--- src/rtl/arb8_rr_12_pkg.sv ---
// Shared constants, state encoding and helpers for the 8-source round-robin mux arbiter.
package arb8_rr_12_pkg;

   localparam int N_SRC  = 8;
   localparam int SEL_W  = 3;
   localparam int HOLD_W = 8;

   localparam logic [HOLD_W-1:0] HOLD_SAT = {HOLD_W{1'b1}};

   typedef enum logic {
      ST_IDLE = 1'b0,
      ST_BUSY = 1'b1
   } state_t;

   function automatic logic [N_SRC-1:0] onehot(input logic [SEL_W-1:0] idx);
      return N_SRC'(1) << idx;
   endfunction

endpackage

--- src/rtl/rr_pick8_12.sv ---
// Combinational round-robin search: first eligible request at or after `start`, modulo 8.
module rr_pick8_12
   import arb8_rr_12_pkg::*;
(
   input  logic [N_SRC-1:0] req,
   input  logic [SEL_W-1:0] start,
   input  logic [N_SRC-1:0] mask,
   output logic             found,
   output logic [SEL_W-1:0] idx
);

   logic [N_SRC-1:0] elig;
   logic [N_SRC-1:0] rot;
   logic [SEL_W-1:0] rot_idx;

   assign elig = req & ~mask;

   // rot[i] is the source that sits i places after start; 3-bit sum wraps 7 -> 0.
   genvar gi;
   generate
      for (gi = 0; gi < N_SRC; gi++) begin : g_rot
         logic [SEL_W-1:0] src;
         assign src     = SEL_W'(gi) + start;
         assign rot[gi] = elig[src];
      end
   endgenerate

   always_comb begin
      rot_idx = '0;
      for (int i = N_SRC - 1; i >= 0; i--) begin
         if (rot[i]) begin
            rot_idx = SEL_W'(i);
         end
      end
   end

   assign found = |rot;
   assign idx   = rot_idx + start;

endmodule

--- src/rtl/arb8_rr_12.sv ---
// Round-robin arbiter driving the select of a shared 8:1 one-bit mux, with bounded grant tenure.
module arb8_rr_12
   import arb8_rr_12_pkg::*;
#(
   parameter int MAX_HOLD = 16
) (
   input  logic              clk,
   input  logic              rst_n,
   input  logic [N_SRC-1:0]  req,
   output logic [N_SRC-1:0]  gnt,
   output logic [SEL_W-1:0]  sel,
   output logic              gnt_valid,
   output logic [HOLD_W-1:0] hold_cnt
);

   localparam logic [HOLD_W-1:0] HOLD_LIM = HOLD_W'(MAX_HOLD);

   state_t           state;
   logic [SEL_W-1:0] last;

   logic             cur_req;
   logic             others;
   logic             expired;
   logic             keep;
   logic [N_SRC-1:0] pick_mask;
   logic [SEL_W-1:0] pick_start;
   logic             pick_found;
   logic [SEL_W-1:0] pick_idx;
   logic [HOLD_W-1:0] hold_inc;

   // While busy, last always equals sel, so one start pointer serves both states.
   always_comb begin
      cur_req    = (state == ST_BUSY) && req[sel];
      others     = |(req & ~gnt);
      expired    = hold_cnt >= HOLD_LIM;
      keep       = cur_req && (!expired || !others);
      pick_start = last + SEL_W'(1);
      pick_mask  = cur_req ? gnt : '0;
      hold_inc   = (hold_cnt == HOLD_SAT) ? hold_cnt : hold_cnt + HOLD_W'(1);
   end

   rr_pick8_12 u_pick (
      .req   (req),
      .start (pick_start),
      .mask  (pick_mask),
      .found (pick_found),
      .idx   (pick_idx)
   );

   always_ff @(posedge clk or negedge rst_n) begin
      if (!rst_n) begin
         state     <= ST_IDLE;
         last      <= SEL_W'(N_SRC - 1);
         gnt       <= '0;
         sel       <= '0;
         gnt_valid <= 1'b0;
         hold_cnt  <= '0;
      end else begin
         case (state)
            ST_IDLE: begin
               if (pick_found) begin
                  state     <= ST_BUSY;
                  last      <= pick_idx;
                  gnt       <= onehot(pick_idx);
                  sel       <= pick_idx;
                  gnt_valid <= 1'b1;
                  hold_cnt  <= HOLD_W'(1);
               end
            end
            ST_BUSY: begin
               if (keep) begin
                  // Expired tenure with nobody waiting restarts the count.
                  hold_cnt <= expired ? HOLD_W'(1) : hold_inc;
               end else if (pick_found) begin
                  last      <= pick_idx;
                  gnt       <= onehot(pick_idx);
                  sel       <= pick_idx;
                  gnt_valid <= 1'b1;
                  hold_cnt  <= HOLD_W'(1);
               end else begin
                  state     <= ST_IDLE;
                  gnt       <= '0;
                  sel       <= '0;
                  gnt_valid <= 1'b0;
                  hold_cnt  <= '0;
               end
            end
            default: begin
               state     <= ST_IDLE;
               gnt       <= '0;
               sel       <= '0;
               gnt_valid <= 1'b0;
               hold_cnt  <= '0;
            end
         endcase
      end
   end

endmodule

--- config.mk ---
export PLATFORM = sky130hd
export DESIGN_NAME = arb8_rr_12
export DESIGN_NICKNAME = d
export VERILOG_FILES = /design/src/rtl/arb8_rr_12_pkg.sv /design/src/rtl/rr_pick8_12.sv /design/src/rtl/arb8_rr_12.sv
export SDC_FILE = /design/constraint.sdc
export NUM_CORES = 1
export LEC_CHECK = 0
export CAP_MARGIN = 10
export CORE_MARGIN = 2
export CORE_UTILIZATION = 42
export DETAILED_ROUTE_END_ITERATION = 12
export DONT_BUFFER_PORTS = 1
export PLACE_DENSITY_LB_ADDON = 0.25
export SLEW_MARGIN = 20
export SYNTH_ARGS = -nofsm -noshare
export SYNTH_HDL_FRONTEND = slang
export SYNTH_SLANG_ARGS = --single-unit
--- constraint.sdc ---
create_clock -name clk -period 5 [get_ports clk]
set_input_delay 0.5 -clock clk [delete_from_list [all_inputs] [get_ports clk]]
set_output_delay 0.5 -clock clk [all_outputs]
set_load 0.01 [all_outputs]
======== Word level (Yosys, flattened, before mapping) ========
Index checks and enable logic that the tools add are counted.
cells by class
  add/subtract/negate cells ............... 10
  multiply operators ...................... 0
  div/mod/pow operators ................... 0
  $lt $le $gt $ge ......................... 10
  eq/ne operators ......................... 4
  shift-type cells ........................ 1
  multiplexer cells ....................... 50
  bitwise operators ....................... 5
  reduce and logical (&&, ||, !) cells .... 9
operators by type and width
  cell                                                                number
  2-to-1 mux 8 bit                                                    8
  2-to-1 mux 3 bit                                                    13
  < comparator 3 x 4 -> 1 bit (second input constant)                 9
  case mux 8 bit (2 select lines)                                     2
  binary-select mux 1 bit (select 3 bit)                              9
  AND 8 bit                                                           2
  inverter 8 bit                                                      2
  OR reduction 8 bit                                                  2
  2-to-1 mux 1 bit                                                    14
  adder 3 bit (first input constant)                                  4
  case mux 3 bit (2 select lines)                                     2
  adder 8 x 1 -> 8 bit (second input constant)                        1
  equality test 8 bit (second input constant)                         1
  greater-or-equal comparator 8 x 5 -> 1 bit (second input constant)  1
  << shifter 1 x 3 -> 8 bit (first input constant)                    1
  adder 2 x 3 -> 3 bit (first input constant)                         2
  != test 2 bit (second input constant)                               2
  != test 4 bit (second input constant)                               1
  case mux 1 bit (2 select lines)                                     2
  AND reduction 2 bit                                                 2
  adder 1 x 3 -> 3 bit (first input constant)                         1
  adder 3 x 1 -> 3 bit (second input constant)                        1
  adder 3 bit                                                         1
  logical AND 1 bit                                                   2
  other kinds (3)                                                     4
storage, ports and cells
  flip-flop bits (word level) ............. 24
  latch bits .............................. 0
  memory bits (writable) .................. 0
  bits in read-only memories .............. 0
  input port bits ......................... 10
  output and inout bits ................... 20
  logic and storage cells ................. 95
  memories ................................ 0

======== Logic depth before layout (Yosys ltp) ========
  depth after elaboration ................. 21
  mapped depth ............................ 18
  gate-level depth less buffers ........... 16

======== By module ========
A second synthesis with hierarchy kept.
second synthesis, totals
  cell total of the unflattened synthesis .. 177
  area total of the unflattened synthesis .. 1931.9 um^2
modules (own cells, without submodules)
  module       times used  cells an instance  area each (um^2)  sequential area each (um^2)
  arb8_rr_12   1           116                1265.0            604.3
  rr_pick8_12  1           61                 666.9             0.0

======== Worst setup path before layout ========
Ideal clock, no wire load.
  path kind ............................... register to register
  start point ............................. reg last[0]
  end point ............................... reg gnt[4]
  setup time .............................. 0.126 ns
  data arrival time ....................... 4.059 ns
  required time ........................... 4.874 ns
  slack ................................... 0.815 ns
  cell stages (with the launch flop) ...... 17
  buffers on the path ..................... 2
  cells stage by stage .................... dfstp_2 -> clkbuf_1 -> inv_1 -> ha_1 -> clkbuf_1 -> xor2_1 -> mux4_2 -> a21oi_1 -> o21a_1 -> o21ai_1 -> ha_1 -> inv_1 -> fa_1 -> nand2_1 -> nor3_1 -> and2_1 -> a221o_1
on the way
  cells in the longest elaborated chain, start to end .. 17
RTL lines
  element                                 line                  text
  from (decl)                             arb8_rr_12.sv:19      logic [SEL_W-1:0] last;
  from (signal assigned)                  arb8_rr_12.sv:53      last <= SEL_W'(N_SRC - 1);
  from (signal assigned)                  arb8_rr_12.sv:63      last <= pick_idx;
  from (signal assigned)                  arb8_rr_12.sv:75      last <= pick_idx;
  adder 3 x 1 -> 3 bit *                  arb8_rr_12.sv:37      pick_start = last + SEL_W'(1);
  adder 3 bit                             rr_pick8_12.sv:23     assign src = SEL_W'(gi) + start;
  binary-select mux 1 bit (select 3 bit)  rr_pick8_12.sv:24     assign rot[gi] = elig[src];
  2-to-1 mux 1 bit (implied by the code)  rr_pick8_12.sv:24
  2-to-1 mux 3 bit (8 in a row)           rr_pick8_12.sv:31     if (rot[i]) begin
  adder 3 bit                             rr_pick8_12.sv:38     assign idx = rot_idx + start;
  << shifter 1 x 3 -> 8 bit               arb8_rr_12_pkg.sv:16  return N_SRC'(1) << idx;
  2-to-1 mux 8 bit                        arb8_rr_12.sv:74      end else if (pick_found) begin
  2-to-1 mux 8 bit                        arb8_rr_12.sv:71      if (keep) begin
  case mux 8 bit (2 select lines)         arb8_rr_12.sv:59      case (state)
  to (signal assigned)                    arb8_rr_12.sv:64      gnt <= onehot(pick_idx);
  to (signal assigned)                    arb8_rr_12.sv:76      gnt <= onehot(pick_idx);
  to (decl)                               arb8_rr_12.sv:10      output logic [N_SRC-1:0] gnt,
Mark *: on every way between the ends. The rest lies on a longest branch, timed or not. The select of a mux whose other input is x is not followed.
A chain may end at the register's enable or synchronous reset.

======== Worst setup path in the final report ========
  start point ............................. reg sel[0]
  end point ............................... reg gnt[4]
on the way
  cells in the longest elaborated chain, start to end .. 21
RTL lines
  element                                   line                  text
  from (decl)                               arb8_rr_12.sv:11      output logic [SEL_W-1:0] sel,
  from (signal assigned)                    arb8_rr_12.sv:65      sel <= pick_idx;
  from (signal assigned)                    arb8_rr_12.sv:77      sel <= pick_idx;
  binary-select mux 1 bit (select 3 bit) *  arb8_rr_12.sv:33      cur_req = (state == ST_BUSY) && req[sel];
  2-to-1 mux 1 bit (implied by the code) *  arb8_rr_12.sv:33
  logical AND 1 bit *                       arb8_rr_12.sv:33
  2-to-1 mux 8 bit                          arb8_rr_12.sv:38      pick_mask = cur_req ? gnt : '0;
  inverter 8 bit                            rr_pick8_12.sv:16     assign elig = req & ~mask;
  AND 8 bit                                 rr_pick8_12.sv:16
  binary-select mux 1 bit (select 3 bit)    rr_pick8_12.sv:24
  2-to-1 mux 1 bit (implied by the code)    rr_pick8_12.sv:24
  2-to-1 mux 3 bit (8 in a row)             rr_pick8_12.sv:31
  adder 3 bit                               rr_pick8_12.sv:38
  << shifter 1 x 3 -> 8 bit                 arb8_rr_12_pkg.sv:16
  2-to-1 mux 8 bit                          arb8_rr_12.sv:74
  2-to-1 mux 8 bit                          arb8_rr_12.sv:71
  case mux 8 bit (2 select lines)           arb8_rr_12.sv:59
Marks and branches as above.

==> results_dict.tcl <==
set metrics [dict create \
    wl_um 5200 \
    slew_violations 0 \
    synth-async-reset-ratio 1.00 \
    clkTransAtPathRegs_ps 80 \
    drive_above_1_share 0.0789 \
    hold_slack_ps 66.5 \
    core-area_um2 4690 \
    dr.pass1.iters 5 \
    dr_total_vias 1871 \
    max_freq_ghz 0.219 \
    hold_path_class "primary input to async pin" \
    row_count 25 \
    htreeDepth 1 \
    grt_start_max_net_pins 26 \
    final_hold_viol_count 0 \
    first_iter_violations 187 \
    initial_core_util 0.432 \
    slew_headroom 0.373 \
    cap_viol_max_count 0 \
    worst-path-max-fanout 17 \
    synth_edf_count 0 \
    cts_tree "yes" \
    seqCellArea_um2 604 \
    ys_ff_latch 24 \
    grt_pass1_wl_um 8570 \
    cts_buffers 3 \
    fin_crit_ps 4560 \
    nFillCells 468 \
    multiInputGateArea_um2 1290 \
    port_buffers 0 \
    critPathLaunchType "register" \
    cpPeakStageDelay_ps 550 \
    yosysWarnings 0 \
    netlist_instances 233 \
    r2r-start "sel[0]" \
    post_drt_wl_per_cell_um 18.4 \
    synthFlopType "dfrtp_1" \
    antenna_found_initial 0 \
    gp_congestion 0.932 \
    clk_path_buf_depth 2 \
    clk_latency_ps 260 \
    setup_viol 0 \
    critPathSlowestCell "mux4_2" \
    reg2reg_setup_slack_ps 440 \
    worstPathArrival_ps 4720 \
    post_cts.repair.setup_buffers 0 \
    ant_nets 0 \
    grt-ovfl-total 0 \
    antenna_cells 0 \
    worstRegToRegCells 14 \
    die_area_um2 5400 \
    cts_root_buffer "clkbuf_8" \
    syn_avg_cell_area_um2 8.70 \
    crit_top_cell "mux4_2" \
    ctsResizeCount 0 \
    grt.total_usage 0.201 \
    rsz0062_at_grt "false" \
    setup-tns-final_ps 0 \
    layout_common_cells "dfrtp_1 (21), inv_1 (19), nand2_1 (17), nor2_1 (17)" \
    status "completed" \
    grt_pass1_vias 1699 \
    synth_nets 249 \
    clock_skew_ps 5.79 \
    drc 0 \
    syn_to_final_growth_pct 3.77 \
    critPathKind "register to register" \
    cts_sinks 24 \
    worstSetupEndpointType "register" \
    netlist_area_um2 2030 \
    final_nets 245 \
    path_cells "mux4_2 -> nor2_2 -> o31ai_1 -> o22a_1 -> mux4_2 -> o21a_1 -> o21ai_1 -> ha_1 -> inv_1 -> fa_1 -> xnor2_1 -> nor3_1 -> and2_1 -> a221o_1" \
    r2r_end "gnt[4]" \
    dp_hpwl_um 3990 \
    worstPathRequired_ps 5160 \
    io-pin-count 30 \
    period_share 0.912 \
    avgViaCountPerCell 6.63 \
    synth_cell_types 48 \
    worstMarginPinSlew_ps 937 \
    final_common_cell "dfrtp_1" \
    fp.dieW_um 73.5 \
    synth-seq-area-share 0.298 \
    die_h_um 73.5 \
]
## layer usage
layer,global-route usage,routed length (um),up-vias,share of wire
li1,-,-,888,-
met1,0.306,2470,889,0.48
met2,0.304,2250,92,0.43
met3,0.0453,447,2,0.086
met4,0.0162,29,0,0.0056
met5,0,0,-,0
## registers in the layout, summed over array words and instances, names as in the netlist
| name | flops |
|---|---|
| gnt | 8 |
| gnt_valid | 1 |
| hold_cnt | 8 |
| last | 3 |
| sel | 3 |
| state | 1 |
## repair_timing
item	in CTS	in global routing
setup endpoints to repair	0	0
endpoints found under the hold margin	21	0
hold buffers	1	0
## through the flow
step	setup slack, ps	util	cell area, um^2	std cells
after floorplan	815	-	2030	233
after detailed placement	497	0.437	2050	277
after CTS	487	0.448	2100	282
after global routing	5.77	0.448	2100	282
after global placement	544	0.437	2050	277
final	438	0.448	2100	282
## kinds of logic (layout without fill, tap and decap cells)
logic type / after synthesis / after routing / synth area share
multiplexers: 7 / 7 / 0.0667
AO/OA/AOI/OAI: 68 / 68 / 0.264
adder cells (fa/ha/maj): 6 / 6 / 0.0407
XOR/XNOR: 6 / 6 / 0.0259
buffers and inverters: 32 / 27 / 0.0673
flip-flops: 24 / 24 / 0.298
AND/OR/NAND/NOR: 90 / 90 / 0.238
## cells in the mapped netlist, types with 6 or more instances
cell type | n | area [um^2]
a221o_1 | 10 | 100
clkbuf_1 | 8 | 30.0
dfrtp_1 | 21 | 526
inv_1 | 19 | 71.3
nand2_1 | 17 | 63.8
nand3_1 | 13 | 65.1
nand4_1 | 6 | 37.5
nor2_1 | 17 | 63.8
nor3_1 | 13 | 65.1
o211ai_1 | 8 | 60.1
o21ai_1 | 7 | 35.0
o22ai_1 | 8 | 50.1
o311ai_1 | 8 | 70.1
## layout make-up
class / count / area share
multi-input cells: 177 / 0.612
flip-flops and latches: 24 / 0.287
inverters: 20 / 0.0357
well taps: 54 / 0.0321
clock buffers: 4 / 0.0214
repair buffers: 3 / 0.0119
## worst max path at each step
stage,to,cells after the start,start,slack (ps)
3_5_place_dp,gnt[4],16,last[0],500
6_report,gnt[4],14,sel[0],440
2_1_floorplan,gnt[4],16,last[0],810
3_3_place_gp,gnt[4],14,last[0],540
5_1_grt,gnt[4],16,last[0],6
4_1_cts,gnt[4],16,last[0],490
## worst max-delay path, delay by kind of cell (launching register included)
kind                       cells  cell delay (ps)
xor gates and xnor gates       1              410
DFF                            1              510
AOI/OAI and AO/OA              5             1000
and+or+nand+nor                3              820
buffers and inverters          1               40
adders and majority gates      2              570
muxes                          2             1080
Power is not shown: default switching activity piles up to over one toggle a cycle in this logic, so the estimate is an artifact.
